**config.mk**
```make
export PLATFORM = sky130hd
export DESIGN_NAME = block_cell_fetch_flat
export DESIGN_NICKNAME = d
export VERILOG_FILES = /design/src/rtl/block_cell_fetch_if.sv /design/src/rtl/block_cell_fetch.sv /design/src/flat_wrapper.sv
export SDC_FILE = /design/constraint.sdc
export NUM_CORES = 1
export LEC_CHECK = 0
export CORE_UTILIZATION = 56
export CTS_BUF_LIST = sky130_fd_sc_hd__clkbuf_16
export CTS_CLUSTER_DIAMETER = 50
export CTS_CLUSTER_SIZE = 25
export DETAILED_ROUTE_END_ITERATION = 10
export PLACE_DENSITY = 0.72
export SYNTH_ARGS = -nofsm -noshare
export SYNTH_HDL_FRONTEND = slang
export SYNTH_SLANG_ARGS = --single-unit
```
**constraint.sdc**
```tcl
create_clock -name CLK -period 5 [get_ports CLK]
set_clock_uncertainty 0.15 [all_clocks]
set_input_delay 0.5 -clock CLK [delete_from_list [all_inputs] [get_ports CLK]]
set_output_delay 0.5 -clock CLK [all_outputs]
set_load 0.05 [all_outputs]
```
**src/rtl/block_cell_fetch_if.sv**
```systemverilog
// Pixel, write-port and output bundle for block_cell_fetch.
// GRID_ON exists only when GRID_LINE_EN is defined.
interface block_cell_fetch_if #(
    parameter int COLOR_W = 3
);
    logic [9:0]         PIX_X;
    logic [9:0]         PIX_Y;
    logic               VIDEO_ON;
    logic               HS_IN;
    logic               VS_IN;
    logic               WE;
    logic [3:0]         W_COL;
    logic [4:0]         W_ROW;
    logic               W_OCC;
    logic [COLOR_W-1:0] W_COLOR;
    logic               CLR;
    logic               BUSY;
    logic [COLOR_W-1:0] COLOR;
    logic               BLOCK_ON;
    logic               BORDER_ON;
    logic               HS_OUT;
    logic               VS_OUT;
`ifdef GRID_LINE_EN
    logic               GRID_ON;
`endif

    modport master (
        output PIX_X, PIX_Y, VIDEO_ON, HS_IN, VS_IN,
        output WE, W_COL, W_ROW, W_OCC, W_COLOR, CLR,
        input  BUSY, COLOR, BLOCK_ON, BORDER_ON, HS_OUT, VS_OUT
`ifdef GRID_LINE_EN
        , input GRID_ON
`endif
    );

    modport slave (
        input  PIX_X, PIX_Y, VIDEO_ON, HS_IN, VS_IN,
        input  WE, W_COL, W_ROW, W_OCC, W_COLOR, CLR,
        output BUSY, COLOR, BLOCK_ON, BORDER_ON, HS_OUT, VS_OUT
`ifdef GRID_LINE_EN
        , output GRID_ON
`endif
    );
endinterface

```
**src/rtl/block_cell_fetch.sv**
```systemverilog
// Maps the VGA pixel onto the playfield grid and fetches that cell's colour (2-cycle latency).
// Optional macro GRID_LINE_EN adds a GRID_ON cell-outline output.
module block_cell_fetch #(
    parameter int ORG_X     = 240,
    parameter int ORG_Y     = 80,
    parameter int BLK_SHIFT = 4,
    parameter int COLS      = 10,
    parameter int ROWS      = 20,
    parameter int COLOR_W   = 3,
    parameter int BORDER_W  = 4
) (
    input  logic              CLK,
    input  logic              RST,
    block_cell_fetch_if.slave bus
);
    localparam int CELLS = COLS * ROWS;
    localparam int AW    = $clog2(CELLS);

    localparam logic signed [10:0] ORG_X_C   = 11'(ORG_X);
    localparam logic signed [10:0] ORG_Y_C   = 11'(ORG_Y);
    localparam logic signed [10:0] ZERO_C    = 11'sd0;
    localparam logic signed [10:0] BOARD_W_C = 11'(COLS << BLK_SHIFT);
    localparam logic signed [10:0] BOARD_H_C = 11'(ROWS << BLK_SHIFT);
    localparam logic signed [10:0] FRAME_LO  = 11'(-BORDER_W);
    localparam logic signed [10:0] FRAME_XHI = 11'((COLS << BLK_SHIFT) + BORDER_W);
    localparam logic signed [10:0] FRAME_YHI = 11'((ROWS << BLK_SHIFT) + BORDER_W);

    typedef enum logic [0:0] {
        ST_IDLE  = 1'b0,
        ST_SWEEP = 1'b1
    } state_t;

    logic signed [10:0] dx_s;
    logic signed [10:0] dy_s;
    logic               in_board_s;
    logic               in_rect_s;
    logic               in_frame_s;

    logic               vid1_r;
    logic               hs1_r;
    logic               vs1_r;
    logic               in_board1_r;
    logic               in_frame1_r;
    logic [3:0]         col1_r;
    logic [4:0]         row1_r;

    logic [COLOR_W:0]   cell_mem_r [CELLS];
    logic [AW-1:0]      rd_addr_s;
    logic [COLOR_W:0]   cell_rd_s;
    logic               blk_s;

    logic [COLOR_W-1:0] color_r;
    logic               block_on_r;
    logic               border_on_r;
    logic               hs_out_r;
    logic               vs_out_r;

    state_t             state_r;
    logic [AW-1:0]      cnt_r;
    logic               busy_r;
    logic               sweep_wr_s;
    logic               wr_ok_s;
    logic [AW-1:0]      wr_addr_s;

    assign dx_s = signed'({1'b0, bus.PIX_X}) - ORG_X_C;
    assign dy_s = signed'({1'b0, bus.PIX_Y}) - ORG_Y_C;

    assign in_board_s = (dx_s >= ZERO_C) && (dx_s < BOARD_W_C) &&
                        (dy_s >= ZERO_C) && (dy_s < BOARD_H_C);
    assign in_rect_s  = (dx_s >= FRAME_LO) && (dx_s < FRAME_XHI) &&
                        (dy_s >= FRAME_LO) && (dy_s < FRAME_YHI);
    assign in_frame_s = in_rect_s && !in_board_s;

    // Stage 1: board-relative coordinates, region flags and delayed sync
    always_ff @(posedge CLK) begin
        if (RST) begin
            vid1_r      <= 1'b0;
            hs1_r       <= 1'b0;
            vs1_r       <= 1'b0;
            in_board1_r <= 1'b0;
            in_frame1_r <= 1'b0;
            col1_r      <= 4'd0;
            row1_r      <= 5'd0;
        end else begin
            vid1_r      <= bus.VIDEO_ON;
            hs1_r       <= bus.HS_IN;
            vs1_r       <= bus.VS_IN;
            in_board1_r <= in_board_s;
            in_frame1_r <= in_frame_s;
            col1_r      <= dx_s[BLK_SHIFT +: 4];
            row1_r      <= dy_s[BLK_SHIFT +: 5];
        end
    end

    // Read address is forced to 0 off-board so it always stays inside the store
    always_comb begin
        rd_addr_s = '0;
        if (in_board1_r) begin
            rd_addr_s = AW'(32'(row1_r) * COLS + 32'(col1_r));
        end else begin
            rd_addr_s = '0;
        end
    end

    assign cell_rd_s = cell_mem_r[rd_addr_s];
    assign blk_s     = vid1_r & in_board1_r & cell_rd_s[COLOR_W];

    // Stage 2: cell lookup result and frame flag, all registered
    always_ff @(posedge CLK) begin
        if (RST) begin
            color_r     <= '0;
            block_on_r  <= 1'b0;
            border_on_r <= 1'b0;
            hs_out_r    <= 1'b0;
            vs_out_r    <= 1'b0;
        end else begin
            color_r     <= blk_s ? cell_rd_s[COLOR_W-1:0] : '0;
            block_on_r  <= blk_s;
            border_on_r <= vid1_r & in_frame1_r;
            hs_out_r    <= hs1_r;
            vs_out_r    <= vs1_r;
        end
    end

`ifdef GRID_LINE_EN
    logic grid_edge1_r;
    logic grid_on_r;

    // Grid: outline pixels of empty on-board cells, same latency as BLOCK_ON
    always_ff @(posedge CLK) begin
        if (RST) begin
            grid_edge1_r <= 1'b0;
            grid_on_r    <= 1'b0;
        end else begin
            grid_edge1_r <= (dx_s[BLK_SHIFT-1:0] == '0) || (dy_s[BLK_SHIFT-1:0] == '0);
            grid_on_r    <= vid1_r & in_board1_r & ~cell_rd_s[COLOR_W] & grid_edge1_r;
        end
    end

    assign bus.GRID_ON = grid_on_r;
`endif

    // Game-logic writes are dropped while sweeping or when the cell is off the grid
    always_comb begin
        wr_ok_s   = 1'b0;
        wr_addr_s = '0;
        if (bus.WE && !busy_r && (32'(bus.W_COL) < COLS) && (32'(bus.W_ROW) < ROWS)) begin
            wr_ok_s   = 1'b1;
            wr_addr_s = AW'(32'(bus.W_ROW) * COLS + 32'(bus.W_COL));
        end else begin
            wr_ok_s   = 1'b0;
            wr_addr_s = '0;
        end
    end

    // A reset landing mid-sweep must leave the current counter cell untouched
    assign sweep_wr_s = (state_r == ST_SWEEP) && !RST;

    // Cell store: deliberately not reset, a CLR sweep initialises it
    always_ff @(posedge CLK) begin
        if (sweep_wr_s) begin
            cell_mem_r[cnt_r] <= '0;
        end else if (wr_ok_s) begin
            cell_mem_r[wr_addr_s] <= {bus.W_OCC, bus.W_COLOR};
        end
    end

    // Clear FSM: one cell per cycle, BUSY high for exactly CELLS cycles
    always_ff @(posedge CLK) begin
        if (RST) begin
            state_r <= ST_IDLE;
            cnt_r   <= '0;
            busy_r  <= 1'b0;
        end else begin
            case (state_r)
                ST_IDLE: begin
                    cnt_r <= '0;
                    if (bus.CLR) begin
                        state_r <= ST_SWEEP;
                        busy_r  <= 1'b1;
                    end else begin
                        state_r <= ST_IDLE;
                        busy_r  <= 1'b0;
                    end
                end
                ST_SWEEP: begin
                    if (cnt_r == AW'(CELLS - 1)) begin
                        state_r <= ST_IDLE;
                        busy_r  <= 1'b0;
                        cnt_r   <= '0;
                    end else begin
                        state_r <= ST_SWEEP;
                        busy_r  <= 1'b1;
                        cnt_r   <= cnt_r + AW'(1);
                    end
                end
                default: begin
                    state_r <= ST_IDLE;
                    busy_r  <= 1'b0;
                    cnt_r   <= '0;
                end
            endcase
        end
    end

    assign bus.BUSY      = busy_r;
    assign bus.COLOR     = color_r;
    assign bus.BLOCK_ON  = block_on_r;
    assign bus.BORDER_ON = border_on_r;
    assign bus.HS_OUT    = hs_out_r;
    assign bus.VS_OUT    = vs_out_r;
endmodule

```
**src/flat_wrapper.sv**
```systemverilog
// flat-port wrapper written by rule: the top's interface ports become plain ports
module block_cell_fetch_flat 
#(
    parameter int ORG_X     = 240,
    parameter int ORG_Y     = 80,
    parameter int BLK_SHIFT = 4,
    parameter int COLS      = 10,
    parameter int ROWS      = 20,
    parameter int COLOR_W   = 3,
    parameter int BORDER_W  = 4
)
  (CLK, RST, bus_PIX_X, bus_PIX_Y, bus_VIDEO_ON, bus_HS_IN, bus_VS_IN, bus_WE, bus_W_COL, bus_W_ROW, bus_W_OCC, bus_W_COLOR, bus_CLR, bus_BUSY, bus_COLOR, bus_BLOCK_ON, bus_BORDER_ON, bus_HS_OUT, bus_VS_OUT);
  block_cell_fetch_if #(.COLOR_W(COLOR_W)) bus_i ();
  input  logic CLK;
  input  logic RST;
  input wire logic [$bits(bus_i.PIX_X)-1:0] bus_PIX_X;
  input wire logic [$bits(bus_i.PIX_Y)-1:0] bus_PIX_Y;
  input wire logic [$bits(bus_i.VIDEO_ON)-1:0] bus_VIDEO_ON;
  input wire logic [$bits(bus_i.HS_IN)-1:0] bus_HS_IN;
  input wire logic [$bits(bus_i.VS_IN)-1:0] bus_VS_IN;
  input wire logic [$bits(bus_i.WE)-1:0] bus_WE;
  input wire logic [$bits(bus_i.W_COL)-1:0] bus_W_COL;
  input wire logic [$bits(bus_i.W_ROW)-1:0] bus_W_ROW;
  input wire logic [$bits(bus_i.W_OCC)-1:0] bus_W_OCC;
  input wire logic [$bits(bus_i.W_COLOR)-1:0] bus_W_COLOR;
  input wire logic [$bits(bus_i.CLR)-1:0] bus_CLR;
  output wire logic [$bits(bus_i.BUSY)-1:0] bus_BUSY;
  output wire logic [$bits(bus_i.COLOR)-1:0] bus_COLOR;
  output wire logic [$bits(bus_i.BLOCK_ON)-1:0] bus_BLOCK_ON;
  output wire logic [$bits(bus_i.BORDER_ON)-1:0] bus_BORDER_ON;
  output wire logic [$bits(bus_i.HS_OUT)-1:0] bus_HS_OUT;
  output wire logic [$bits(bus_i.VS_OUT)-1:0] bus_VS_OUT;
  assign bus_i.PIX_X = bus_PIX_X;
  assign bus_i.PIX_Y = bus_PIX_Y;
  assign bus_i.VIDEO_ON = bus_VIDEO_ON;
  assign bus_i.HS_IN = bus_HS_IN;
  assign bus_i.VS_IN = bus_VS_IN;
  assign bus_i.WE = bus_WE;
  assign bus_i.W_COL = bus_W_COL;
  assign bus_i.W_ROW = bus_W_ROW;
  assign bus_i.W_OCC = bus_W_OCC;
  assign bus_i.W_COLOR = bus_W_COLOR;
  assign bus_i.CLR = bus_CLR;
  assign bus_BUSY = bus_i.BUSY;
  assign bus_COLOR = bus_i.COLOR;
  assign bus_BLOCK_ON = bus_i.BLOCK_ON;
  assign bus_BORDER_ON = bus_i.BORDER_ON;
  assign bus_HS_OUT = bus_i.HS_OUT;
  assign bus_VS_OUT = bus_i.VS_OUT;
  block_cell_fetch #(.ORG_X(ORG_X), .ORG_Y(ORG_Y), .BLK_SHIFT(BLK_SHIFT), .COLS(COLS), .ROWS(ROWS), .COLOR_W(COLOR_W), .BORDER_W(BORDER_W)) u_core (.CLK(CLK), .RST(RST), .bus(bus_i));
endmodule
```
==> results.tsv <==
metric	value	unit
top cells by area, synth	edfxtp_1, mux2i_1, nor2_1, nand2_1, mux4_2	
Post-synth EDFFs	800	
worst slew pin tran	1.36	ns
worst setup path class	reg -> reg	
CTS Buf Count	67	
Syn Inst Count	2455	
Longest Clk Path Bufs	3	
DR WL/cell	28.3	um
worst reg2reg setup slack	0.57	ns
Initial Utilization	0.566	
I/O pin total	48	
final hold viol count	0	
worst-path maximum fanout	5	
final wirelength	98800	um
CTS Sinks	830	
layout cells sized above 1	0.157	
CP endpoint kind	flop	
Yosys warning count	0	
1st-iter DRT viols	3361	
Tcrit/Tclk final	0.887	
Layout Cells excl Fill	3494	
floorplan row count	91	
status	completed	
I/O Buffers	47	
Final ANT Viol Nets	0	
CTS tree	done	
leakage	13.9	nW
DIE AREA	63400	um2
Clock Latency Late Sink	0.63	ns
register area share after synthesis	0.704	
CTS resizes	0	
GP Congestion	0.922	
Inst Count DP	3371	
Register Area	24600	um2
Yosys top cell area share	0.687	
Synth cell types	82	
Max-cap violations	0	
Sum Neg Setup Slack	0	ns
highest clock rate	0.226	GHz
Post-DP HPWL	60000	um
Synth area leader	edfxtp_1	
Critical Path Start Type	flop	
RSZ-0062 raised after global routing	no	
Post-CTS Setup Repair Bufs	0	
FFs w/ async S/R, synth	0	
CTS H-Tree Depth	3	
PwrDens	361	nW/um2
most frequent cells after synthesis	edfxtp_1, nor2_1, nand2_1	
final net count	2669	
Core ar.	61700	um2
register bit total from synthesis	830	
Vias/cell	6.65	
fillers	4402	
most common cell in the netlist	edfxtp_1	
Synth Cell Area	35000	um2
Critical Path RT	5.32	ns
initial antenna violation count	1	
Final min period	4.43	ns
Die Y	252	um
CTS Hold Bufs	0	
Area growth syn-to-layout	13.5	%
slew margin rel.	0.0931	
final setup fails	0	
vias in the first global route	22900	
pin count of the biggest net entering global routing	201	
Main synth FF type	edfxtp_1	
Slew Viols, Final	0	
number of iterations in the first detailed-routing pass	6	
syn_nets	2521	
clock transition at the registers of the reported paths	0.08	ns
via count	23200	
Residual DRC	0	
Avg Cell Area, Syn	14.2	um2
HP Class	in -> reg	
VDD IR max	0.000372	V
global route overflow	0	
DIE WIDTH	252	um
multi-input logic area	9380	um2
CP arrival	4.75	ns
CTS Root Cell	clkbuf_16	
first-pass GRT wire length	146000	um
Tot Pwr	0.0143	W
gr usage total	0.316	
==> critical path, stage by stage (launching register included) <==
cell       delay, ns
dfxtp_1         0.43
ha_1            0.28
ha_1            0.22
fa_1            0.54
o21a_1          0.17
o2111ai_1       0.85
nand4b_1        0.22
o311ai_0        0.15
buf_4           0.21
a221oi_1        0.43
a21oi_1         0.11
a221oi_2        0.50
==> metrics by stage <==
stage	hold WS (ns)	utilization	worst slack (ns)	cell area [um2]
finish	0.275	0.643	0.567	39700
global route	0.272	0.643	0.516	39700
CTS	0.256	0.643	0.772	39700
detailed placement	0.280	0.604	0.583	37300
global placement	0.267	0.604	0.620	37300
floorplan	0.264	-	0.236	35000
==> where the power goes <==
| group | switching, W | total, W | leakage (nW) | internal [W] |
|---|---|---|---|---|
| Clock | 0.00275 | 0.00568 | 1.17 | 0.00292 |
| Combinational | 0.000704 | 0.00105 | 4.47 | 0.000342 |
| Sequential | 0.0000212 | 0.00761 | 8.23 | 0.00759 |
==> final cells by class <==
| cell class | instances | share of cell area |
|---|---|---|
| antenna | 1 | 0.0000631 |
| clock buffer | 73 | 0.0460 |
| clock inverter | 49 | 0.0146 |
| inverter | 16 | 0.00151 |
| multi-input combinational | 1436 | 0.236 |
| sequential | 830 | 0.621 |
| tap | 837 | 0.0264 |
| timing repair buffer | 252 | 0.0541 |
==> layer usage <==
layer / wire, um / track usage / vias up
li1: - / - / 9736
met1: 37000 / 0.437 / 11500
met2: 45000 / 0.481 / 1671
met3: 11800 / 0.0707 / 301
met4: 4940 / 0.145 / 2
met5: 13 / 0 / -
==> placed cells by master, fill, tap and decap left out, drive strengths merged, types with 10 or more instances in the layout <==
| cell | n |
|---|---|
| ha | 22 |
| and3 | 10 |
| o21ai | 85 |
| nor2b | 24 |
| xor2 | 10 |
| dfxtp | 30 |
| a31oi | 32 |
| nand2 | 205 |
| a21oi | 106 |
| xnor2 | 14 |
| nand3 | 61 |
| o221ai | 42 |
| a221oi | 23 |
| nor2 | 313 |
| inv | 43 |
| mux4 | 28 |
| o211ai | 22 |
| mux2 | 27 |
| a22oi | 28 |
| o22ai | 32 |
| a21o | 10 |
| and2 | 22 |
| o22a | 11 |
| a2111oi | 10 |
| clkinv | 16 |
| mux2i | 132 |
| clkbuf | 73 |
| buf | 205 |
| nor3 | 26 |
| clkdlybuf4s50 | 47 |
| a211oi | 26 |
| edfxtp | 800 |
| a311oi | 13 |
==> registers in the layout, indices dropped and copies added (netlist names), 3 cells and up <==
| signal | count |
|---|---|
| u_core.cell_mem_r | 800 |
| u_core.cnt_r | 8 |
| u_core.row1_r | 5 |
| u_core.col1_r | 4 |
| u_core.bus.COLOR | 3 |
==> cells by family (layout without fill, tap and decap cells) <==
group                    Yosys count  count (layout)  synth area share
XOR/XNOR                          25              25           0.00709
AO/OA/AOI/OAI                    501             501            0.0991
multiplexers                     187             187            0.0646
AND/OR/NAND/NOR                  697             697            0.0855
adder cells (fa/ha/maj)           26              26            0.0102
other                              0               1                 0
flip-flops                       830             830             0.704
buffers and inverters            189             390            0.0291
==> final timing paths <==
kind                            depth (start not counted)                  end              from
worst max register to register                         11  u_core.bus.COLOR[0]  u_core.row1_r[1]
worst min-delay path                                    3       u_core.state_r           bus_CLR
worst min register to register                          1    u_core.bus.HS_OUT      u_core.hs1_r
worst max-delay path                                   11  u_core.bus.COLOR[0]  u_core.row1_r[1]
No activity file was read; power rests on OpenSTA's default activity.
